File: src/rtl/axis_sample_packer.sv
// axis_sample_packer
//   Single-clock AXI-Stream width upsizer. Packs RATIO consecutive IN_WIDTH-bit
//   input words into one IN_WIDTH*RATIO-bit output word, lane 0 (first accepted
//   word) in the LSBs. A word carrying s_rx_tlast flushes a partial word early,
//   with m_tx_tkeep marking the populated lanes.
//
// Ports
//   clk, rst_n     clock, asynchronous active-low reset
//   s_rx_tdata     input word (one lane)
//   s_rx_tlast     last word of packet, forces a flush
//   s_rx_tvalid    input valid
//   s_rx_tready    input ready (never depends on s_rx_tvalid)
//   m_tx_tdata     packed output word
//   m_tx_tkeep     per-lane valid mask
//   m_tx_tlast     packet end
//   m_tx_tvalid    output valid
//   m_tx_tready    output ready
module axis_sample_packer #(
   parameter int unsigned IN_WIDTH = 12,
   parameter int unsigned RATIO    = 4,
   parameter bit          ZERO_PAD = 1'b1
) (
   input  logic                         clk,
   input  logic                         rst_n,
   input  logic [IN_WIDTH-1:0]          s_rx_tdata,
   input  logic                         s_rx_tlast,
   input  logic                         s_rx_tvalid,
   output logic                         s_rx_tready,
   output logic [IN_WIDTH*RATIO-1:0]    m_tx_tdata,
   output logic [RATIO-1:0]             m_tx_tkeep,
   output logic                         m_tx_tlast,
   output logic                         m_tx_tvalid,
   input  logic                         m_tx_tready
);

   localparam int unsigned OUT_WIDTH = IN_WIDTH * RATIO;
   localparam int unsigned CNT_W     = $clog2(RATIO);
   localparam int unsigned ACC_WIDTH = IN_WIDTH * (RATIO - 1);
   localparam logic [CNT_W-1:0] CNT_LAST = CNT_W'(RATIO - 1);

   logic [CNT_W-1:0]     cnt;
   logic [ACC_WIDTH-1:0] acc;
   logic                 acc_in;
   logic                 complete;
   logic                 out_free;
   logic [OUT_WIDTH-1:0] pack_data;
   logic [RATIO-1:0]     pack_keep;

   assign complete    = (cnt == CNT_LAST) || s_rx_tlast;
   assign out_free    = !m_tx_tvalid || m_tx_tready;
   // Words that do not complete a beat only touch the accumulator, so they
   // are taken even while the output register is stalled.
   assign s_rx_tready = out_free || !complete;
   assign acc_in      = s_rx_tvalid && s_rx_tready;

   // Assemble the beat that a completing word would produce.
   always_comb begin
      pack_data = '0;
      pack_keep = '0;
      for (int i = 0; i < RATIO - 1; i++) begin
         if (CNT_W'(i) < cnt) begin
            pack_data[i*IN_WIDTH +: IN_WIDTH] = acc[i*IN_WIDTH +: IN_WIDTH];
            pack_keep[i]                      = 1'b1;
         end else if (CNT_W'(i) == cnt) begin
            pack_data[i*IN_WIDTH +: IN_WIDTH] = s_rx_tdata;
            pack_keep[i]                      = 1'b1;
         end else if (!ZERO_PAD) begin
            pack_data[i*IN_WIDTH +: IN_WIDTH] = acc[i*IN_WIDTH +: IN_WIDTH];
         end
      end
      // Top lane has no accumulator slot: it is only ever the completing word.
      if (cnt == CNT_LAST) begin
         pack_data[OUT_WIDTH-1 -: IN_WIDTH] = s_rx_tdata;
         pack_keep[RATIO-1]                 = 1'b1;
      end
   end

   always_ff @(posedge clk or negedge rst_n) begin
      if (!rst_n) begin
         cnt         <= '0;
         acc         <= '0;
         m_tx_tdata  <= '0;
         m_tx_tkeep  <= '0;
         m_tx_tlast  <= 1'b0;
         m_tx_tvalid <= 1'b0;
      end else begin
         if (acc_in && !complete) begin
            acc[cnt*IN_WIDTH +: IN_WIDTH] <= s_rx_tdata;
            cnt                           <= cnt + 1'b1;
         end

         // acc_in && complete implies out_free, so a load never overwrites
         // an undelivered beat; it may coincide with a drain.
         if (acc_in && complete) begin
            m_tx_tdata  <= pack_data;
            m_tx_tkeep  <= pack_keep;
            m_tx_tlast  <= s_rx_tlast;
            m_tx_tvalid <= 1'b1;
            cnt         <= '0;
         end else if (m_tx_tready) begin
            m_tx_tvalid <= 1'b0;
         end
      end
   end

endmodule

File: config.mk
export PLATFORM = sky130hd
export DESIGN_NAME = axis_sample_packer
export DESIGN_NICKNAME = d
export VERILOG_FILES = /design/src/rtl/axis_sample_packer.sv
export SDC_FILE = /design/constraint.sdc
export NUM_CORES = 1
export LEC_CHECK = 0
export CORE_UTILIZATION = 35
export CTS_CLUSTER_SIZE = 10
export DETAILED_ROUTE_END_ITERATION = 6
export PLACE_DENSITY = 0.66
export SYNTH_ARGS = -nofsm -noshare
export SYNTH_HDL_FRONTEND = slang
export SYNTH_SLANG_ARGS = --single-unit
File: constraint.sdc
create_clock -name clk -period 3 [get_ports clk]
set_input_delay 0.9 -clock clk [delete_from_list [all_inputs] [get_ports clk]]
set_output_delay 0.9 -clock clk [all_outputs]
set_load 0.05 [all_outputs]
# After elaboration in Yosys (flattened, before gate mapping)
# Index checks and enable logic that the tools add are counted.
[classes]
magnitude_cmp = 3
n_shift = 2
n_addsub = 2
n_eq_ne = 3
multipliers = 1
n_reduce_logical = 11
mux = 19
[op_table]
columns = ["operator", "n"]
rows = [
  ["$mux W12", 7],
  ["$bwmux W36", 1],
  ["$shift A12 B34 Y36 const A", 1],
  ["$shiftx A12 B34 Y36", 1],
  ["$neg A6 Y34", 1],
  ["$mux W1", 9],
  ["$lt A1 B2 Y1 const A", 2],
  ["$mul A2 B2 Y4 const B", 1],
  ["$mux W2", 2],
  ["$reduce_bool A2 Y1", 2],
  ["$logic_and A1 B1 Y1", 3],
  ["$logic_or A1 B1 Y1", 3],
  ["$add A2 B1 Y2 const B", 1],
  ["$eq A1 B2 Y1 const A", 1],
  ["$eq A2 B2 Y1 const A", 1],
  ["$eq A2 B2 Y1 const B", 1],
  ["$logic_not A1 Y1", 2],
  ["$logic_not A2 Y1", 1],
  ["$lt A2 B2 Y1 const A", 1],
]
[word_totals]
register_bits = 92
input_bits = 17

# Longest topological paths before layout
# Gate-level depths: netlist of the first run.
[logic_depth]
ltp_word = 8
mapped_depth = 9
depth_no_buf = 5

# Least setup slack after synthesis of the first run
# No wires, ideal clock.
[synth_path]
kind = "input to output"
from = "input m_tx_tready"
to = "output s_rx_tready"
setup_slack_ps = 508
n_path_buf = 1
t_required_ps = 2100
t_arrival_ps = 1592
stages = 3
path_cell_list = "nand2b_1 -> buf_2 -> or2_2"
[synth_between]
elab_chain_len = 2
[synth_lines]
columns = ["item", "line", "text"]
rows = [
  ["start, declared", "33", "input logic m_tx_tready"],
  ["$logic_or A1 B1 Y1", "50", "assign out_free = !m_tx_tvalid || m_tx_tready;"],
  ["$logic_or A1 B1 Y1", "53", "assign s_rx_tready = out_free || !complete;"],
  ["end, declared", "28", "output logic s_rx_tready,"],
]
# No other way between the ends.

# Final worst setup path of the first run
# Same ends and word-level chain as after synthesis.

==> results of run 1 <==
-- cells by family after synthesis --
group	synth area share, %
and+or+nand+nor	13.13
DFF	53.19
AOI/OAI and AO/OA	14.25
muxes	13.67
buffers and inverters	4.018
adders and majority gates	1.735
-- metal layers --
metal	vias to the layer above	global-route usage, %	part of all wire, %
met5	-	0	0
met4	0	8.947	2.0
met3	16	3.374	4.5
met2	80	29.37	50
met1	1565	22.59	44
li1	1503	-	-
-- area by class of cell --
| class | instances | area, µm² | area share (%) |
|---|---|---|---|
| well taps | 147 | 183.9 | 3.323 |
| multi-input cells | 253 | 1852 | 33.45 |
| clock inverters | 7 | 67.56 | 1.221 |
| flip-flops and latches | 92 | 2302 | 41.59 |
| clock buffers | 9 | 225.2 | 4.069 |
| inverters | 5 | 18.77 | 0.3391 |
| repair buffers | 90 | 885.9 | 16.00 |
-- registers in the layout, summed over array words and instances, names as in the netlist --
signal       flops
m_tx_tdata      48
m_tx_tlast       1
cnt              2
acc             36
m_tx_tvalid      1
m_tx_tkeep       4
-- where the power goes --
group          switching (µW)  leakage (µW)  internal, µW
Combinational            1840       0.00111          1090
Clock                     476      0.000137           640
Sequential                222       0.00122          1640
-- critical path, delay by kind of cell --
family        cells  cell delay, ns
simple gates      2            0.45
buf+inv           2            0.61
-- metrics by stage --
step           cells  utilization (%)
2_1_floorplan    381                -
3_3_place_gp     587            43.65
3_5_place_dp     587            43.65
4_1_cts          603            46.08
5_1_grt          603            46.08
6_report         603            46.08
-- path summary, 6_finish.rpt --
check / startpoint / end / depth (start not counted)
min reg2reg: m_tx_tkeep[0]$_DFFE_PN0P_ / m_tx_tkeep[0]$_DFFE_PN0P_ / 1
max in group asynchronous: rst_n / m_tx_tdata[36]$_DFFE_PN0P_ / 2
max reg2reg: cnt[1]$_DFFE_PN0P_ / acc[29]$_DFFE_PN0P_ / 5
min in group asynchronous: rst_n / m_tx_tdata[7]$_DFFE_PN0P_ / 1
min: m_tx_tkeep[0]$_DFFE_PN0P_ / m_tx_tkeep[0]$_DFFE_PN0P_ / 1
max: m_tx_tready / s_rx_tready / 4
-- layout by cell type (no fill, tap or decap), types with 5 or more instances in the layout --
master,instances
dfrtp_1,92
clkdlybuf4s50_1,69
nand2_1,60
mux2_1,35
a22o_1,34
o21ai_0,26
buf_4,18
mux2_2,14
o21ai_1,13
clkbuf_16,9
and3_1,7
a21oi_1,7
ha_1,6
nand3_1,5
nor2_1,5
==> results.md, run 1 <==
* Worst EP required at roughly 2.1 ns
* RSZ-0062 raised after global routing: no
* Clock latency on the worst-skew pair at 0.35 ns
* Min-delay worst type: reg2reg
* Setup Skew at between 0.008 and 0.009 ns
* Crit start category: primary input
* Share of cells above drive strength 1 at between 10% and 20%
* GPL Wtd Cong at 0.8359
* Die W at 113.2 µm
* Pwr/cell area at 1067 nW/µm²
* Boundary pin count at 72
* Vias in the first global route at 3,323
* Most frequent cell after synthesis: dfrtp_1
* CP arrival at 1.97 ns
* Max_cap viols at 0
* Row cnt at 40
* Final Cell Area at 5535 µm²
* Max stage delay cell, worst path: clkdlybuf4s50_1
* Gr ovfl total at 0
* WS Path Type: in2out
* Count of input and output buffers at 71
* Max transition margin at 58.95%
* CORE AREA at roughly 12,000 µm²
* First-pass GRT wire length at 17.52 mm
* Hold slack at 0.4812 ns
* Die ar. at 12,810 µm²
* Reg2Reg Setup Slack at 0.72 ns
* TritonCTS Buffers at 9
* Synthesized net count at a little over 400
* Drt via density at ~5.2
* Clk buf depth at 2
* # resized after CTS at 0
* Post-synth EDFFs at 0
* Clock Pin Slew Worst Setup and Hold Paths at about 0.06 ns
* Commonest cells post-synth: 92 x dfrtp_1, 60 x nand2_1, 35 x mux2_1
* Synth warn at 0
* Vias at approximately 3,200
* Status: finished clean
* Synth Instances at 381
* Ant. Diodes at 0
* Crit share post-route at a little over nine tenths
* Largest area contributor in the netlist: dfrtp_1
* Final max-slew violation count at 0
* Tmin final at about 2.9 ns
* Tot Pwr at 5905 µW
* Sequential element share of the synthesized area at 53.19%
* All-Layer GR Usage at 17.88%
* Ys async rst share at 100.0%
* CP peak stage delay at slightly above 0.4 ns
* 1st-pass router iterations at 4
* DRC viols at 0
* DP Area at roughly 5200 µm²
* Share of the synthesized area in the top cell type at 53.19%
* Post-DRT Antenna Nets at 0
* Crit. End Element: output port
* DP HPWL at about 7.3 mm
* Slew @ Worst Pin at 0.6157 ns
* CTS tree: yes
* Fmax at about 350 MHz
* Syn avg cell area at 11.36 µm²
* Setup ws final at 0.1265 ns
* Initial Util at around 36%
* Worst-case vdd ir drop at about 700 µV
* Layout Nets at about 470
* Final setup vio count at 0
* DR WL/cell at 17.70 µm
* Critical-path cell list: clkdlybuf4s50_1, nand2b_1, or2_2, buf_4
* Final wirelength at about 11 mm
* Crit Path Max Fanout at 2
* # Post-CTS Setup Buffers at 0
* Synth Register Bits at 92
* Initial DRC Count at 155
* Ranking of synthesized cells by area: dfrtp_1 53%, mux2_1 9.1%, a22o_1 6.9%
* Root Driver: clkbuf_16
* Post-place setup slack at 0.1272 ns
* Final hold vios at 0
* H-tree depth at 3
* Largest net degree at the start of global routing at 37
* Clock sink count at 92
* Setup TNS at 0 ns
* Die Y at 113.2 µm
* Cts hold-fix bufs at 0
* Final-layout fill cell count at 1,119
* Top_reg_cell synth: dfrtp_1
* Area growth from synthesis to layout at 27.90%
* Mapped Area at 4328 µm²
* Synth cell types at just over 40
* Lkg Pwr at 0.002470 µW
* Initial antenna violation count at 0
Note: power is estimated with default switching activity, not from simulation.
==> run 2: changes to the inputs <==
==> constraint.sdc (replaced) <==
create_clock -name clk -period 2.7 [get_ports clk]
set_input_delay 0.81 -clock clk [delete_from_list [all_inputs] [get_ports clk]]
set_output_delay 0.81 -clock clk [all_outputs]
set_load 0.05 [all_outputs]
==> results.md, run 2 (synthesized netlist as in run 1, its figures left out) <==
* Root Driver: clkbuf_16
* Largest registers: m_tx_tdata: 48 flops, acc: 36 flops, m_tx_tkeep: 4 flops
* Final core occ at 46.74% (+0.66 points)
* Max_cap viols at 0 (unchanged)
* Slew @ Worst Pin at 0.5424 ns (-0.07333 ns)
* Worst-case vdd ir drop at 745.8 µV (+8.5%)
* Initial Util at 36.03% (unchanged)
* Clock latency on the worst-skew pair at 0.34 ns (about the same)
* Clk buf depth at 2 (unchanged)
* Final setup vio count at 0 (unchanged)
* Most frequent cells in the layout: 92 x dfrtp_1, 69 x clkdlybuf4s50_1, 60 x nand2_1
* Crit. End Element: output port
* Post-DRT Antenna Nets at 0 (unchanged)
* Lkg Pwr at 0.002512 µW (+1.7%)
* Initial DRC Count at 140 (-9.7%)
* WS Path Type: in2out
* Row cnt at 40 (unchanged)
* Register Area at 2302 µm² (unchanged)
* Dpl cells at 591 (+0.68%)
* Share of cells above drive strength 1 at 13.73% (+0.57 points)
* Commonest non-fill, non-tap cell in the layout: dfrtp_1
* Final-layout fill cell count at 1,125 (+0.54%)
* Die W at 113.2 µm (unchanged)
* Max reg flops at 48 (unchanged)
* Max transition margin at 63.84% (+4.9 points)
* Die ar. at 12,810 µm² (unchanged)
* Gate power share at 48.8% (-0.8 points)
* Levels on crit path at 4 (unchanged)
* Net Sw Frac at 41.73% (-1.2 points)
* CTS tree: yes
* Boundary pin count at 72 (unchanged)
* Largest net degree at the start of global routing at 47 (+27%)
* Area growth from synthesis to layout at 29.72%
* Final hold vios at 0 (unchanged)
* Setup TNS at 0 ns (unchanged)
* Cts hold-fix bufs at 0 (unchanged)
* Count of input and output buffers at 71 (unchanged)
* All-Layer GR Usage at 17.83% (-0.046 points)
* CP arrival at 1.86 ns (-0.11 ns)
* P_int at 3896 µW (+16%)
* Crit share post-route at 98.91%
* CP peak stage delay at 0.50 ns (+0.09 ns)
* Hold slack at 0.3341 ns (-0.1471 ns)
* Layout Nets at 478 (+0.84%)
* Min-delay worst type: in2async
* Tot Pwr at 6686 µW (+13%)
* Die Y at 113.2 µm (unchanged)
* Gr ovfl total at 0 (unchanged)
* Clock Pin Slew Worst Setup and Hold Paths at 0.06 ns (about the same)
* Max stage delay cell, worst path: clkdlybuf4s50_1
* DRC viols at 0 (unchanged)
* 1st-pass router iterations at 5 (+1)
* Status: finished clean
* First-pass GRT wire length at 17.48 mm (-0.24%)
* Ant. Diodes at 0 (unchanged)
* Final wirelength at 10.57 mm (-0.95%)
* Initial antenna violation count at 0 (unchanged)
* Clock sink count at 92 (unchanged)
* GPL Wtd Cong at 0.8464 (+1.3%)
* CORE AREA at 12,010 µm² (unchanged)
* Tmin final at 2.670 ns
* DP HPWL at 7.414 mm (+1.0%)
* Largest Register: m_tx_tdata
* Post-route non-filler standard cell count at 606 (+0.50%)
* Sequential power share at 30.9% (-0.6 points)
* H-tree depth at 3 (unchanged)
* Setup Skew at 0.006747 ns (-0.001581 ns)
* Drt via density at 5.333 (+1.6%)
* Area of the multi-input gates at 1852 µm² (unchanged)
* RSZ-0062 raised after global routing: no
* Crit Path Max Fanout at 2 (unchanged)
* Fmax at 374.5 MHz
* Final max-slew violation count at 0 (unchanged)
* Clk pwr share at 20.3% (+1.4 points)
* DR WL/cell at 17.45 µm (-1.4%)
* Pwr/cell area at 1191 nW/µm² (+12%)
* Critical-path cell list: clkdlybuf4s50_1, nor2_2, or2_2, buf_6
* Crit start category: primary input
* TritonCTS Buffers at 9 (unchanged)
* Worst r2r path cells at 6 (+1)
* Total net switching power at 2790 µW (+10%)
* Worst EP required at 1.89 ns (-0.21 ns)
* CP bufs+invs at 2 (unchanged)
* Vias at 3,232 (+2.1%)
* Cell family with most CP delay: buffers and inverters
* Vias in the first global route at 3,336 (+0.39%)
==> run 2: cell types whose count changed in the layout (fill, tap and decap cells not counted), sizes merged <==
cell,delta
bufinv,+1
clkinvlp,-2
buf,+4
clkbuf,+2
clkinv,-2
==> run 2: path summary, 6_finish.rpt <==
check / end / startpoint / slack (ns)
min: m_tx_tdata[7]$_DFFE_PN0P_ / rst_n / 0.33
min reg2reg: m_tx_tkeep[0]$_DFFE_PN0P_ / m_tx_tkeep[0]$_DFFE_PN0P_ / 0.48
min in group clk: m_tx_tkeep[0]$_DFFE_PN0P_ / m_tx_tkeep[0]$_DFFE_PN0P_ / 0.48
max: s_rx_tready / s_rx_tlast / 0.03
max in group asynchronous: acc[20]$_DFFE_PN0P_ / rst_n / 1.71
max reg2reg: acc[28]$_DFFE_PN0P_ / cnt[0]$_DFFE_PN0P_ / 0.41
==> run 2: what timing repair did <==
action                                  in CTS  in global routing
resized for setup                            1                  0
endpoints found under the setup margin       1                  0
setup buffers                                0                  0
==> run 2: per-layer routing <==
metal  global-route usage (%)  routed length (µm)  vias to the layer above
met5                        0                   0                        -
met4                    7.719                 185                        0
met3                    3.482                 596                       14
met2                    29.20                5222                       91
met1                    23.02                4568                     1607
li1                         -                   -                     1520
==> run 2: area by class of cell <==
| cell class | instances | area share [%] |
|---|---|---|
| Sequential cell | 92 | 41.01 |
| Multi-Input combinational cell | 253 | 32.98 |
| Timing Repair Buffer | 94 | 16.60 |
| Clock buffer | 11 | 4.502 |
| Tap cell | 147 | 3.276 |
| Clock inverter | 4 | 1.293 |
| Inverter | 5 | 0.3343 |
==> run 2: power by group through the flow <==
stage               Sequential [µW]  Combinational (µW)  Clock [µW]
finish                         2070                3260        1360
global route                   2130                3480        1450
CTS                            2070                3280        1390
detailed placement             2090                3270           0
global placement               2080                3220           0
floorplan                      3040                1270           0
==> run 2: stage by stage <==
step           instance area, µm²  worst slack, ns
2_1_floorplan                4328           0.3883
3_3_place_gp                 5285          0.01306
3_5_place_dp                 5285         0.006902
4_1_cts                      5614          0.02721
5_1_grt                      5614         0.005507
6_report                     5614          0.02957
==> run 3: changes to the inputs <==
--- a/config.mk
+++ b/config.mk
@@ -9,6 +9,7 @@
 export CTS_CLUSTER_SIZE = 10
 export DETAILED_ROUTE_END_ITERATION = 6
 export PLACE_DENSITY = 0.66
+export SETUP_SLACK_MARGIN = 0.4
 export SYNTH_ARGS = -nofsm -noshare
 export SYNTH_HDL_FRONTEND = slang
 export SYNTH_SLANG_ARGS = --single-unit
==> results.md, run 3 (synthesized netlist as in run 1, its figures left out) <==
* Boundary pin count at 72 (unchanged)
* Max_cap viols at 0 (unchanged)
* Area growth from synthesis to layout at 29.46%
* Clk buf depth at 2 (unchanged)
* Max reg flops at 48 (unchanged)
* Total net switching power at 2864 µW (+2.6%)
* Vias in the first global route at 3,337 (+0.030%)
* Initial antenna violation count at 0 (unchanged)
* Final setup vio count at 0 (unchanged)
* Die W at 113.2 µm (unchanged)
* Min-delay worst type: reg2reg
* Largest Register: m_tx_tdata
* Slew @ Worst Pin at 0.6030 ns (+0.06065 ns)
* Setup ws final at 0.4307 ns (+0.4012 ns)
* Final hold vios at 0 (unchanged)
* Clk pwr share at 19.9% (-0.4 points)
* Die ar. at 12,810 µm² (unchanged)
* Fmax at 440.7 MHz (+18%)
* WS Path Type: reg2out
* Cell family with most CP delay: flip-flops
* Sequential power share at 31.6% (+0.7 points)
* TritonCTS Buffers at 9 (unchanged)
* Ant. Diodes at 0 (unchanged)
* Reg-to-Reg Start: cnt[0]$_DFFE_PN0P_
* Pwr/cell area at 1169 nW/µm² (-1.8%)
* H-tree depth at 3 (unchanged)
* First-pass GRT wire length at 17.71 mm (+1.3%)
* Crit Path Max Fanout at 3 (+1)
* Share of cells above drive strength 1 at 16.13% (+2.4 points)
* Largest net degree at the start of global routing at 48 (+2.1%)
* Most frequent cells in the layout: 90 x dfrtp_1, 60 x nand2_1, 53 x dlygate4sd2_1
* CTS tree: yes
* Gr ovfl total at 0 (unchanged)
* Gate power share at 48.4% (-0.4 points)
* Initial Util at 36.03% (unchanged)
* CORE AREA at 12,010 µm² (unchanged)
* CP arrival at 1.46 ns (-0.40 ns)
* Row cnt at 40 (unchanged)
* Worst EP required at 1.89 ns (about the same)
* Drt via density at 5.358 (+0.46%)
* Die Y at 113.2 µm (unchanged)
* Crit share post-route at 84.05% (-15 points)
* Vias at 3,279 (+1.5%)
* Clock latency on the worst-skew pair at 0.34 ns (about the same)
* Worst setup path startpoint: cnt[0]$_DFFE_PN0P_
* P_int at 3687 µW (-5.3%)
* CP peak stage delay at 0.41 ns (-0.09 ns)
* Final wirelength at 10.84 mm (+2.5%)
* Lkg Pwr at 0.002733 µW (+8.8%)
* Post-DRT Antenna Nets at 0 (unchanged)
* Initial DRC Count at 145 (+3.6%)
* Crit start category: flop
* 1st-pass router iterations at 4 (-1)
* Setup TNS at 0 ns (unchanged)
* Clock sink count at 92 (unchanged)
* Post-place setup slack at 0.1190 ns (+0.1121 ns)
* Largest registers: m_tx_tdata: 48 flops, acc: 36 flops, m_tx_tkeep: 4 flops
* Net Sw Frac at 43.72% (+2.0 points)
* Min-delay src: m_tx_tkeep[0]$_DFFE_PN0P_
* Max transition margin at 59.80% (-4.0 points)
* Final max-slew violation count at 0 (unchanged)
* RSZ-0062 raised after global routing: no
* Commonest non-fill, non-tap cell in the layout: dfrtp_1
* DP HPWL at 7.576 mm (+2.2%)
* Root Driver: clkbuf_16
* GPL Wtd Cong at 0.8591 (+1.5%)
* Worst-case vdd ir drop at 555.4 µV (-26%)
* Layout Nets at 483 (+1.0%)
* Critical-path cell list: buf_8, ha_4, nor2_2, or2_4, buf_12
* DRC viols at 0 (unchanged)
* Tmin final at 2.269 ns (-0.4012 ns)
* DR WL/cell at 17.70 µm (+1.5%)
* Setup Skew at 0.008432 ns (+0.001685 ns)
* All-Layer GR Usage at 17.95% (+0.12 points)
* Count of input and output buffers at 71 (unchanged)
* Crit. End Element: output port
* Status: finished clean
* CP bufs+invs at 2 (unchanged)
* Max stage delay cell, worst path: dfrtp_2
* Clock Pin Slew Worst Setup and Hold Paths at 0.06 ns (about the same)
[run 3: final cells by class]
type | count | area (µm²)
clock buffers | 12 | 256.5
clock inverters | 4 | 56.30
fillers | 1108 | 6409
inverters | 5 | 22.52
multi-input cells | 253 | 1874
flip-flops and latches | 92 | 2305
well taps | 147 | 183.9
repair buffers | 99 | 904.6
[run 3: path summary, 6_finish.rpt]
| check | end | slack, ns | depth (start not counted) |
|---|---|---|---|
| worst max-delay path | s_rx_tready | 0.43 | 5 |
| worst min-delay path | m_tx_tkeep[0]$_DFFE_PN0P_ | 0.46 | 1 |
| worst max register to register | acc[15]$_DFFE_PN0P_ | 0.51 | 6 |
| worst min register to register | m_tx_tkeep[0]$_DFFE_PN0P_ | 0.46 | 1 |
| max in group asynchronous | m_tx_tdata[42]$_DFFE_PN0P_ | 1.61 | 2 |
| min in group asynchronous | m_tx_tdata[7]$_DFFE_PN0P_ | 0.47 | 1 |
[run 3: routing by layer]
metal	global-route usage [%]	share of wire, %	vias up
met3	4.446	5.6	20
met4	6.930	2.4	0
met1	23.74	45	1636
li1	-	-	1526
met2	28.38	47	97
met5	0	0	-
[run 3: power groups by stage]
stage,Sequential [µW],Combinational (µW),Clock [µW]
floorplan,3040,1270,0
global placement,2070,3230,0
detailed placement,2090,3270,0
CTS,2070,3090,1330
global route,2140,3390,1390
finish,2070,3170,1300
[run 3: per-stage QoR]
stage | instance area, µm² | hold slack [ns] | power (µW) | util, % | cells
2_1_floorplan | 4330 | 0.4502 | 4317 | - | 381
6_report | 5603 | 0.4628 | 6551 | 46.65 | 612
3_5_place_dp | 5283 | 0.4654 | 5368 | 43.98 | 592
4_1_cts | 5539 | 0.4786 | 6496 | 46.11 | 608
3_3_place_gp | 5283 | 0.4525 | 5301 | 43.98 | 592
5_1_grt | 5603 | 0.4931 | 6918 | 46.65 | 612
[run 3: timing repair]
action	4_1_cts	5_1_grt
resized for setup	58	10
endpoints found under the setup margin	54	8
hold buffers	0	0
gates cloned	0	1
buffers inserted	0	3
pin swaps	1	2
